===== config.mk =====
export PLATFORM = sky130hd
export DESIGN_NAME = alu_issue_ctrl_flat
export DESIGN_NICKNAME = d
export VERILOG_FILES = /design/src/rtl/alu_issue_ctrl_if.sv /design/src/rtl/alu_issue_ctrl.sv /design/src/flat_wrapper.sv
export SDC_FILE = /design/constraint.sdc
export NUM_CORES = 1
export LEC_CHECK = 0
export BUFFER_PORTS_ARGS = -buffer_cell sky130_fd_sc_hd__buf_2
export CAP_MARGIN = 0
export CORE_ASPECT_RATIO = 0.7
export CORE_UTILIZATION = 45
export CTS_CLUSTER_DIAMETER = 100
export CTS_CLUSTER_SIZE = 40
export DETAILED_ROUTE_END_ITERATION = 8
export PLACE_DENSITY = 0.71
export SYNTH_ARGS = -nofsm -noshare
export SYNTH_HDL_FRONTEND = slang
export SYNTH_SLANG_ARGS = --single-unit
export TNS_END_PERCENT = 20

===== constraint.sdc =====
create_clock -name clk -period 7.4 [get_ports clk]
set_input_delay 1.48 -clock clk [delete_from_list [all_inputs] [get_ports clk]]
set_output_delay 1.48 -clock clk [all_outputs]
set_load 0.01 [all_outputs]

===== src/rtl/alu_issue_ctrl_if.sv =====
// Handshake and ALU bus bundle for the ALU issue controller.
// The master side is the environment: requester, result consumer and the
// combinational ALU. The slave side is the issue controller.
interface alu_issue_ctrl_if #(
  parameter int DATA_WIDTH = 32,
  parameter int OPRN_WIDTH = 6
);
  // request side
  logic                  req_valid;
  logic                  req_ready;
  logic [31:0]           instr_in;
  logic [DATA_WIDTH-1:0] rs_data;
  logic [DATA_WIDTH-1:0] rt_data;
  // ALU side
  logic [DATA_WIDTH-1:0] alu_op1;
  logic [DATA_WIDTH-1:0] alu_op2;
  logic [OPRN_WIDTH-1:0] alu_oprn;
  logic [DATA_WIDTH-1:0] alu_out;
  logic                  alu_zero;
  // result side
  logic                  res_valid;
  logic                  res_ready;
  logic [DATA_WIDTH-1:0] res_data;
  logic                  res_zero;
  logic                  res_err;

  modport master (
    output req_valid, instr_in, rs_data, rt_data, alu_out, alu_zero, res_ready,
    input  req_ready, alu_op1, alu_op2, alu_oprn, res_valid, res_data, res_zero, res_err
  );

  modport slave (
    input  req_valid, instr_in, rs_data, rt_data, alu_out, alu_zero, res_ready,
    output req_ready, alu_op1, alu_op2, alu_oprn, res_valid, res_data, res_zero, res_err
  );
endinterface


===== src/rtl/alu_issue_ctrl.sv =====
// ALU issue controller: accepts one instruction, decodes it into ALU
// operation/operands, captures the combinational ALU result one cycle later
// and hands it to the consumer over a valid/ready handshake.
// Sequence per request: IDLE -> DECODE -> EXEC -> DONE -> IDLE
// (illegal instructions skip EXEC and report an error).
module alu_issue_ctrl #(
  parameter int DATA_WIDTH = 32,
  parameter int OPRN_WIDTH = 6
) (
  input logic             clk,
  input logic             rst,
  alu_issue_ctrl_if.slave bus
);

  typedef enum logic [1:0] {
    ST_IDLE   = 2'd0,
    ST_DECODE = 2'd1,
    ST_EXEC   = 2'd2,
    ST_DONE   = 2'd3
  } state_t;

  localparam logic [5:0] OPC_RTYPE = 6'h00;
  localparam logic [5:0] OPC_ADDI  = 6'h08;
  localparam logic [5:0] OPC_SLTI  = 6'h0a;
  localparam logic [5:0] OPC_ANDI  = 6'h0c;
  localparam logic [5:0] OPC_ORI   = 6'h0d;
  localparam logic [5:0] OPC_MULI  = 6'h1d;

  localparam logic [5:0] FN_SLL = 6'h00;
  localparam logic [5:0] FN_SRL = 6'h02;
  localparam logic [5:0] FN_ADD = 6'h20;
  localparam logic [5:0] FN_SUB = 6'h22;
  localparam logic [5:0] FN_AND = 6'h24;
  localparam logic [5:0] FN_OR  = 6'h25;
  localparam logic [5:0] FN_NOR = 6'h27;
  localparam logic [5:0] FN_SLT = 6'h2a;
  localparam logic [5:0] FN_MUL = 6'h2c;

  localparam logic [OPRN_WIDTH-1:0] OPRN_NONE = OPRN_WIDTH'(4'd0);
  localparam logic [OPRN_WIDTH-1:0] OPRN_ADD  = OPRN_WIDTH'(4'd1);
  localparam logic [OPRN_WIDTH-1:0] OPRN_SUB  = OPRN_WIDTH'(4'd2);
  localparam logic [OPRN_WIDTH-1:0] OPRN_MUL  = OPRN_WIDTH'(4'd3);
  localparam logic [OPRN_WIDTH-1:0] OPRN_SRL  = OPRN_WIDTH'(4'd4);
  localparam logic [OPRN_WIDTH-1:0] OPRN_SLL  = OPRN_WIDTH'(4'd5);
  localparam logic [OPRN_WIDTH-1:0] OPRN_AND  = OPRN_WIDTH'(4'd6);
  localparam logic [OPRN_WIDTH-1:0] OPRN_OR   = OPRN_WIDTH'(4'd7);
  localparam logic [OPRN_WIDTH-1:0] OPRN_NOR  = OPRN_WIDTH'(4'd8);
  localparam logic [OPRN_WIDTH-1:0] OPRN_SLT  = OPRN_WIDTH'(4'd9);

  localparam logic [DATA_WIDTH-1:0] DATA_ZERO = {DATA_WIDTH{1'b0}};

  state_t                state_r;
  state_t                state_next_s;

  // latched request: only the opcode and the low half-word are needed,
  // register indices were already resolved by the register file read
  logic [5:0]            opcode_r;
  logic [15:0]           low_r;
  logic [DATA_WIDTH-1:0] rs_r;
  logic [DATA_WIDTH-1:0] rt_r;

  logic [5:0]            funct_s;
  logic [DATA_WIDTH-1:0] shamt_zx_s;
  logic [DATA_WIDTH-1:0] imm_sx_s;
  logic [DATA_WIDTH-1:0] imm_zx_s;

  logic                  dec_legal_s;
  logic [OPRN_WIDTH-1:0] dec_oprn_s;
  logic [DATA_WIDTH-1:0] dec_op1_s;
  logic [DATA_WIDTH-1:0] dec_op2_s;

  logic                  accept_s;
  logic                  unused_fields_s;

  logic                  req_ready_r;
  logic                  res_valid_r;
  logic [DATA_WIDTH-1:0] alu_op1_r;
  logic [DATA_WIDTH-1:0] alu_op2_r;
  logic [OPRN_WIDTH-1:0] alu_oprn_r;
  logic [DATA_WIDTH-1:0] res_data_r;
  logic                  res_zero_r;
  logic                  res_err_r;

  assign unused_fields_s = ^bus.instr_in[25:16];

  assign funct_s    = low_r[5:0];
  assign shamt_zx_s = {{(DATA_WIDTH-5){1'b0}}, low_r[10:6]};
  assign imm_sx_s   = {{(DATA_WIDTH-16){low_r[15]}}, low_r};
  assign imm_zx_s   = {{(DATA_WIDTH-16){1'b0}}, low_r};

  assign accept_s = bus.req_valid && req_ready_r;

  // Instruction decode of the latched request into ALU operation and operands.
  always_comb begin
    dec_legal_s = 1'b0;
    dec_oprn_s  = OPRN_NONE;
    dec_op1_s   = DATA_ZERO;
    dec_op2_s   = DATA_ZERO;
    case (opcode_r)
      OPC_RTYPE: begin
        dec_legal_s = 1'b1;
        dec_op1_s   = rs_r;
        dec_op2_s   = rt_r;
        case (funct_s)
          FN_ADD: dec_oprn_s = OPRN_ADD;
          FN_SUB: dec_oprn_s = OPRN_SUB;
          FN_MUL: dec_oprn_s = OPRN_MUL;
          FN_AND: dec_oprn_s = OPRN_AND;
          FN_OR:  dec_oprn_s = OPRN_OR;
          FN_NOR: dec_oprn_s = OPRN_NOR;
          FN_SLT: dec_oprn_s = OPRN_SLT;
          FN_SRL: begin
            dec_oprn_s = OPRN_SRL;
            dec_op1_s  = rt_r;
            dec_op2_s  = shamt_zx_s;
          end
          FN_SLL: begin
            dec_oprn_s = OPRN_SLL;
            dec_op1_s  = rt_r;
            dec_op2_s  = shamt_zx_s;
          end
          default: begin
            dec_legal_s = 1'b0;
            dec_op1_s   = DATA_ZERO;
            dec_op2_s   = DATA_ZERO;
          end
        endcase
      end
      OPC_ADDI: begin
        dec_legal_s = 1'b1;
        dec_oprn_s  = OPRN_ADD;
        dec_op1_s   = rs_r;
        dec_op2_s   = imm_sx_s;
      end
      OPC_MULI: begin
        dec_legal_s = 1'b1;
        dec_oprn_s  = OPRN_MUL;
        dec_op1_s   = rs_r;
        dec_op2_s   = imm_sx_s;
      end
      OPC_SLTI: begin
        dec_legal_s = 1'b1;
        dec_oprn_s  = OPRN_SLT;
        dec_op1_s   = rs_r;
        dec_op2_s   = imm_sx_s;
      end
      OPC_ANDI: begin
        dec_legal_s = 1'b1;
        dec_oprn_s  = OPRN_AND;
        dec_op1_s   = rs_r;
        dec_op2_s   = imm_zx_s;
      end
      OPC_ORI: begin
        dec_legal_s = 1'b1;
        dec_oprn_s  = OPRN_OR;
        dec_op1_s   = rs_r;
        dec_op2_s   = imm_zx_s;
      end
      default: begin
        dec_legal_s = 1'b0;
      end
    endcase
  end

  // Next-state selection for the issue sequence.
  always_comb begin
    state_next_s = state_r;
    case (state_r)
      ST_IDLE: begin
        if (accept_s) begin
          state_next_s = ST_DECODE;
        end else begin
          state_next_s = ST_IDLE;
        end
      end
      ST_DECODE: begin
        if (dec_legal_s) begin
          state_next_s = ST_EXEC;
        end else begin
          state_next_s = ST_DONE;
        end
      end
      ST_EXEC: state_next_s = ST_DONE;
      ST_DONE: begin
        if (bus.res_ready) begin
          state_next_s = ST_IDLE;
        end else begin
          state_next_s = ST_DONE;
        end
      end
      default: state_next_s = ST_IDLE;
    endcase
  end

  // State register.
  always_ff @(posedge clk or posedge rst) begin
    if (rst) begin
      state_r <= ST_IDLE;
    end else begin
      state_r <= state_next_s;
    end
  end

  // Handshake flags registered from the next state so they track it exactly.
  always_ff @(posedge clk or posedge rst) begin
    if (rst) begin
      req_ready_r <= 1'b0;
      res_valid_r <= 1'b0;
    end else begin
      req_ready_r <= (state_next_s == ST_IDLE);
      res_valid_r <= (state_next_s == ST_DONE);
    end
  end

  // Request capture, ALU drive and result capture.
  always_ff @(posedge clk or posedge rst) begin
    if (rst) begin
      opcode_r   <= 6'd0;
      low_r      <= 16'd0;
      rs_r       <= DATA_ZERO;
      rt_r       <= DATA_ZERO;
      alu_op1_r  <= DATA_ZERO;
      alu_op2_r  <= DATA_ZERO;
      alu_oprn_r <= OPRN_NONE;
      res_data_r <= DATA_ZERO;
      res_zero_r <= 1'b0;
      res_err_r  <= 1'b0;
    end else begin
      case (state_r)
        ST_IDLE: begin
          if (accept_s) begin
            opcode_r <= bus.instr_in[31:26];
            low_r    <= bus.instr_in[15:0];
            rs_r     <= bus.rs_data;
            rt_r     <= bus.rt_data;
          end
        end
        ST_DECODE: begin
          alu_oprn_r <= dec_oprn_s;
          alu_op1_r  <= dec_op1_s;
          alu_op2_r  <= dec_op2_s;
          if (!dec_legal_s) begin
            res_err_r  <= 1'b1;
            res_data_r <= DATA_ZERO;
            res_zero_r <= 1'b0;
          end
        end
        ST_EXEC: begin
          res_data_r <= bus.alu_out;
          res_zero_r <= bus.alu_zero;
          res_err_r  <= 1'b0;
        end
        default: begin
          res_err_r <= res_err_r;
        end
      endcase
    end
  end

  assign bus.req_ready = req_ready_r;
  assign bus.res_valid = res_valid_r;
  assign bus.alu_op1   = alu_op1_r;
  assign bus.alu_op2   = alu_op2_r;
  assign bus.alu_oprn  = alu_oprn_r;
  assign bus.res_data  = res_data_r;
  assign bus.res_zero  = res_zero_r;
  assign bus.res_err   = res_err_r;

endmodule

===== src/flat_wrapper.sv =====
// flat-port wrapper written by rule: the top's interface ports become plain ports
module alu_issue_ctrl_flat 
#(
  parameter int DATA_WIDTH = 32,
  parameter int OPRN_WIDTH = 6
)
  (clk, rst, bus_req_valid, bus_instr_in, bus_rs_data, bus_rt_data, bus_alu_out, bus_alu_zero, bus_res_ready, bus_req_ready, bus_alu_op1, bus_alu_op2, bus_alu_oprn, bus_res_valid, bus_res_data, bus_res_zero, bus_res_err);
  alu_issue_ctrl_if #(.DATA_WIDTH(DATA_WIDTH), .OPRN_WIDTH(OPRN_WIDTH)) bus_i ();
  input logic clk;
  input logic rst;
  input wire logic [$bits(bus_i.req_valid)-1:0] bus_req_valid;
  input wire logic [$bits(bus_i.instr_in)-1:0] bus_instr_in;
  input wire logic [$bits(bus_i.rs_data)-1:0] bus_rs_data;
  input wire logic [$bits(bus_i.rt_data)-1:0] bus_rt_data;
  input wire logic [$bits(bus_i.alu_out)-1:0] bus_alu_out;
  input wire logic [$bits(bus_i.alu_zero)-1:0] bus_alu_zero;
  input wire logic [$bits(bus_i.res_ready)-1:0] bus_res_ready;
  output wire logic [$bits(bus_i.req_ready)-1:0] bus_req_ready;
  output wire logic [$bits(bus_i.alu_op1)-1:0] bus_alu_op1;
  output wire logic [$bits(bus_i.alu_op2)-1:0] bus_alu_op2;
  output wire logic [$bits(bus_i.alu_oprn)-1:0] bus_alu_oprn;
  output wire logic [$bits(bus_i.res_valid)-1:0] bus_res_valid;
  output wire logic [$bits(bus_i.res_data)-1:0] bus_res_data;
  output wire logic [$bits(bus_i.res_zero)-1:0] bus_res_zero;
  output wire logic [$bits(bus_i.res_err)-1:0] bus_res_err;
  assign bus_i.req_valid = bus_req_valid;
  assign bus_i.instr_in = bus_instr_in;
  assign bus_i.rs_data = bus_rs_data;
  assign bus_i.rt_data = bus_rt_data;
  assign bus_i.alu_out = bus_alu_out;
  assign bus_i.alu_zero = bus_alu_zero;
  assign bus_i.res_ready = bus_res_ready;
  assign bus_req_ready = bus_i.req_ready;
  assign bus_alu_op1 = bus_i.alu_op1;
  assign bus_alu_op2 = bus_i.alu_op2;
  assign bus_alu_oprn = bus_i.alu_oprn;
  assign bus_res_valid = bus_i.res_valid;
  assign bus_res_data = bus_i.res_data;
  assign bus_res_zero = bus_i.res_zero;
  assign bus_res_err = bus_i.res_err;
  alu_issue_ctrl #(.DATA_WIDTH(DATA_WIDTH), .OPRN_WIDTH(OPRN_WIDTH)) u_core (.clk(clk), .rst(rst), .bus(bus_i));
endmodule

==> metrics <==
outcome=finished, final reports clean; critical hold path startpoint=u_core.rs_r[30]$_DFFE_PP0P_; power per cell area=406.8 nW/um^2; fmax=0.3464 GHz; CTS H-tree depth=4; largest cells by area after synthesis=dfrtp_1 (61%), mux2_2 (12%), nand2_1 (4.0%), a22o_1 (3.6%), a21o_1 (3.2%); Hold Path Cell Cnt=1; unrepaired setup endpoints after global routing=no; XOR/XNOR share of the synthesized area=0.1116%; pre-CTS setup slack=4027 ps; Reg area=4805 um^2; Static Leak=5.207 nW; worst reg-to-reg setup slack=4680 ps; part of the power in registers=45.6%; internal cell power=2.548 mW; Worst VDD drop=0.1830 mV; Final setup viols=0; kind of critical path=in -> reg; Via density=5.389; largest net degree at the start of global routing=121; Compound-Gate Fraction of Synth Area=15.50%; Remaining Overflow, GRT=0; Iter 0 DRT Violations=547; Crit. End Element=flip-flop; Slew Viols, Final=0; area of the mapped netlist=7848 um^2; main flop type after synthesis=dfrtp_1; Switching Share=35.55%; routed len/inst=17.40 um; mux contribution to synthesized area=12.05%; Die Wd=159.8 um; Final Skew=11.66 ps; area of the multi-input gates=2804 um^2; first-pass GRT wire length=31240 um; r2r endpoint=u_core.bus.res_data[6]$_DFFE_PP0P_; CTS Buf Count=17; final net count=970; Placer Congestion=0.8139; Post-Synth Simple-Gate Area=7.605%; Combinational Power Share=31.8%; Post-Synth Adder-Cell Area=0%; FF-to-FF path depth=3; clock root buffer=clkbuf_16; hold slack=468.5 ps; initial antenna violation count=2; Setup Buffers After CTS=0; most common cell in the netlist=dfrtp_1; Post-Route WL=18720 um; Synth top area share=61.22%; vias=5799; Die H=112.5 um; clock sinks=192; post-route antenna net violation count=0; number of gates resized after cts=0; Psw=1.405 mW; Final Hold Fails=0; WP data required=7710 ps; Hold Crit Endpoint=u_core.bus.alu_op1[30]$_DFFE_PP0N_; Overall Global Routing Usage=22.23%; clock share of power=22.6%; Ports=239; Worst Tran Pin Value=1170 ps; main combinational cell family by area after synthesis=compound AO/OA/AOI/OAI gates; Row Count=39; Rel. slew slack=21.73%; post-synth top area cell=dfrtp_1; first drt pass iteration count=7; critical path peak fanout=47; Synth cell types=44; Post-synth EDFFs=0; DIE AREA=17980 um^2; kind of start point of the critical path=primary input; warnings from Yosys=0; Initial Utilization=47.02%; Final Critical Period=2887 ps; Hold-fix buffers, CTS=0; ys async rst share=100.0%; vias in the first global route=5865; Max Cap Viol=0; share of cells above drive strength 1=42.35%; commonest cells in the netlist=dfrtp_1 (192), mux2_2 (84), nand2_1 (83), o21ai_0 (43), clkbuf_1 (36); Setup WS post-layout=4513 ps; Gate Count Post-Synth=630; setup tns final=0 ps; CTS tree=yes; Crit path arrival time=3200 ps; DP Wirelength=12310 um; area grow syn2layout=23.84%; CTS Buffer Depth=2; CTS clk-pin slew, worst paths=70 ps; period utilisation layout=39.02%; R2R Path Start=u_core.state_r[1]$_DFF_PP0_; number of synthesized register bits=192; worst min path class=reg -> reg; register area share after synthesis=61.22%; Core ar.=16690 um^2; Synth Area per Inst=12.46 um^2; # DRC=0; port bufs=226; fillcell total=1414; clk_lat worst skew=430 ps
## worst max-delay path, stage by stage
cell	delay [ps]
buf_2	80
and3_4	560
buf_4	640
mux2_2	410
## power groups by stage
| stage | sequential, mW | combinational, mW | clock, mW |
|---|---|---|---|
| after floorplan | 1.83 | 0.775 | 0 |
| after global placement | 1.81 | 1.24 | 0 |
| after detailed placement | 1.82 | 1.27 | 0 |
| after CTS | 1.81 | 1.28 | 0.917 |
| after global routing | 1.87 | 1.41 | 0.962 |
| final | 1.80 | 1.26 | 0.892 |
## worst max path at each step
| stage | startpoint | endpoint | depth (start not counted) | slack, ps |
|---|---|---|---|---|
| 3_5_place_dp | bus_req_valid | u_core.rs_r[23]$_DFFE_PP0P_ | 4 | 4030 |
| 5_1_grt | rst | u_core.opcode_r[0]$_DFFE_PP0P_ | 3 | 4380 |
| 3_3_place_gp | bus_req_valid | u_core.rs_r[17]$_DFFE_PP0P_ | 4 | 4040 |
| 2_1_floorplan | rst | u_core.bus.alu_op1[0]$_DFFE_PP0N_ | 1 | 690 |
| 6_report | bus_req_valid | u_core.low_r[13]$_DFFE_PP0P_ | 4 | 4510 |
| 4_1_cts | bus_req_valid | u_core.rs_r[25]$_DFFE_PP0P_ | 4 | 4490 |
## sequential cells by signal, indices dropped and copies added (netlist names)
signal	flops
u_core.rs_r	32
u_core.bus.req_ready	1
u_core.rt_r	32
u_core.bus.res_data	32
u_core.bus.alu_op1	32
u_core.opcode_r	6
u_core.bus.alu_op2	32
u_core.state_r	2
u_core.bus.res_valid	1
u_core.bus.res_zero	1
u_core.bus.alu_oprn	4
u_core.bus.res_err	1
u_core.low_r	16
## metal layers
| metal | vias up | share of wire (%) | global-route usage (%) |
|---|---|---|---|
| li1 | 2695 | - | - |
| met1 | 2893 | 46 | 31.15 |
| met2 | 201 | 45 | 32.98 |
| met3 | 8 | 9.0 | 7.871 |
| met4 | 2 | 0.42 | 5.587 |
| met5 | - | 0.053 | 0 |
## through the flow
step / total power, mW / instances / util [%] / instance area, um^2
floorplan: 2.607 / 631 / - / 7851
global placement: 3.053 / 1043 / 54.78 / 9141
detailed placement: 3.091 / 1043 / 54.78 / 9141
CTS: 3.999 / 1075 / 58.22 / 9716
global route: 4.241 / 1075 / 58.22 / 9716
finish: 3.954 / 1076 / 58.23 / 9718
## placed cells by master (no fill, tap or decap), types with 16 or more instances in the layout
master,n
a21o_1,33
a221o_1,16
a22o_1,32
buf_2,226
clkbuf_16,17
dfrtp_1,192
mux2_2,84
nand2_1,83
o21ai_0,43
## cell type report
cell class,instances,area share (%)
Antenna cell,1,0.02575
Timing Repair Buffer,234,12.26
Inverter,14,0.6180
Clock inverter,12,1.210
Multi-Input combinational cell,378,28.85
Tap cell,225,2.897
Sequential cell,192,49.44
Clock buffer,20,4.699
## logic make-up (layout without fill, tap and decap cells)
family / count (synthesis) / count (layout)
DFF: 192 / 192
muxes: 84 / 84
xor gates and xnor gates: 1 / 1
buffers and inverters: 61 / 280
AOI/OAI and AO/OA: 162 / 162
and+or+nand+nor: 129 / 129
other: 1 / 3
Note: power is estimated with default switching activity, not from simulation.
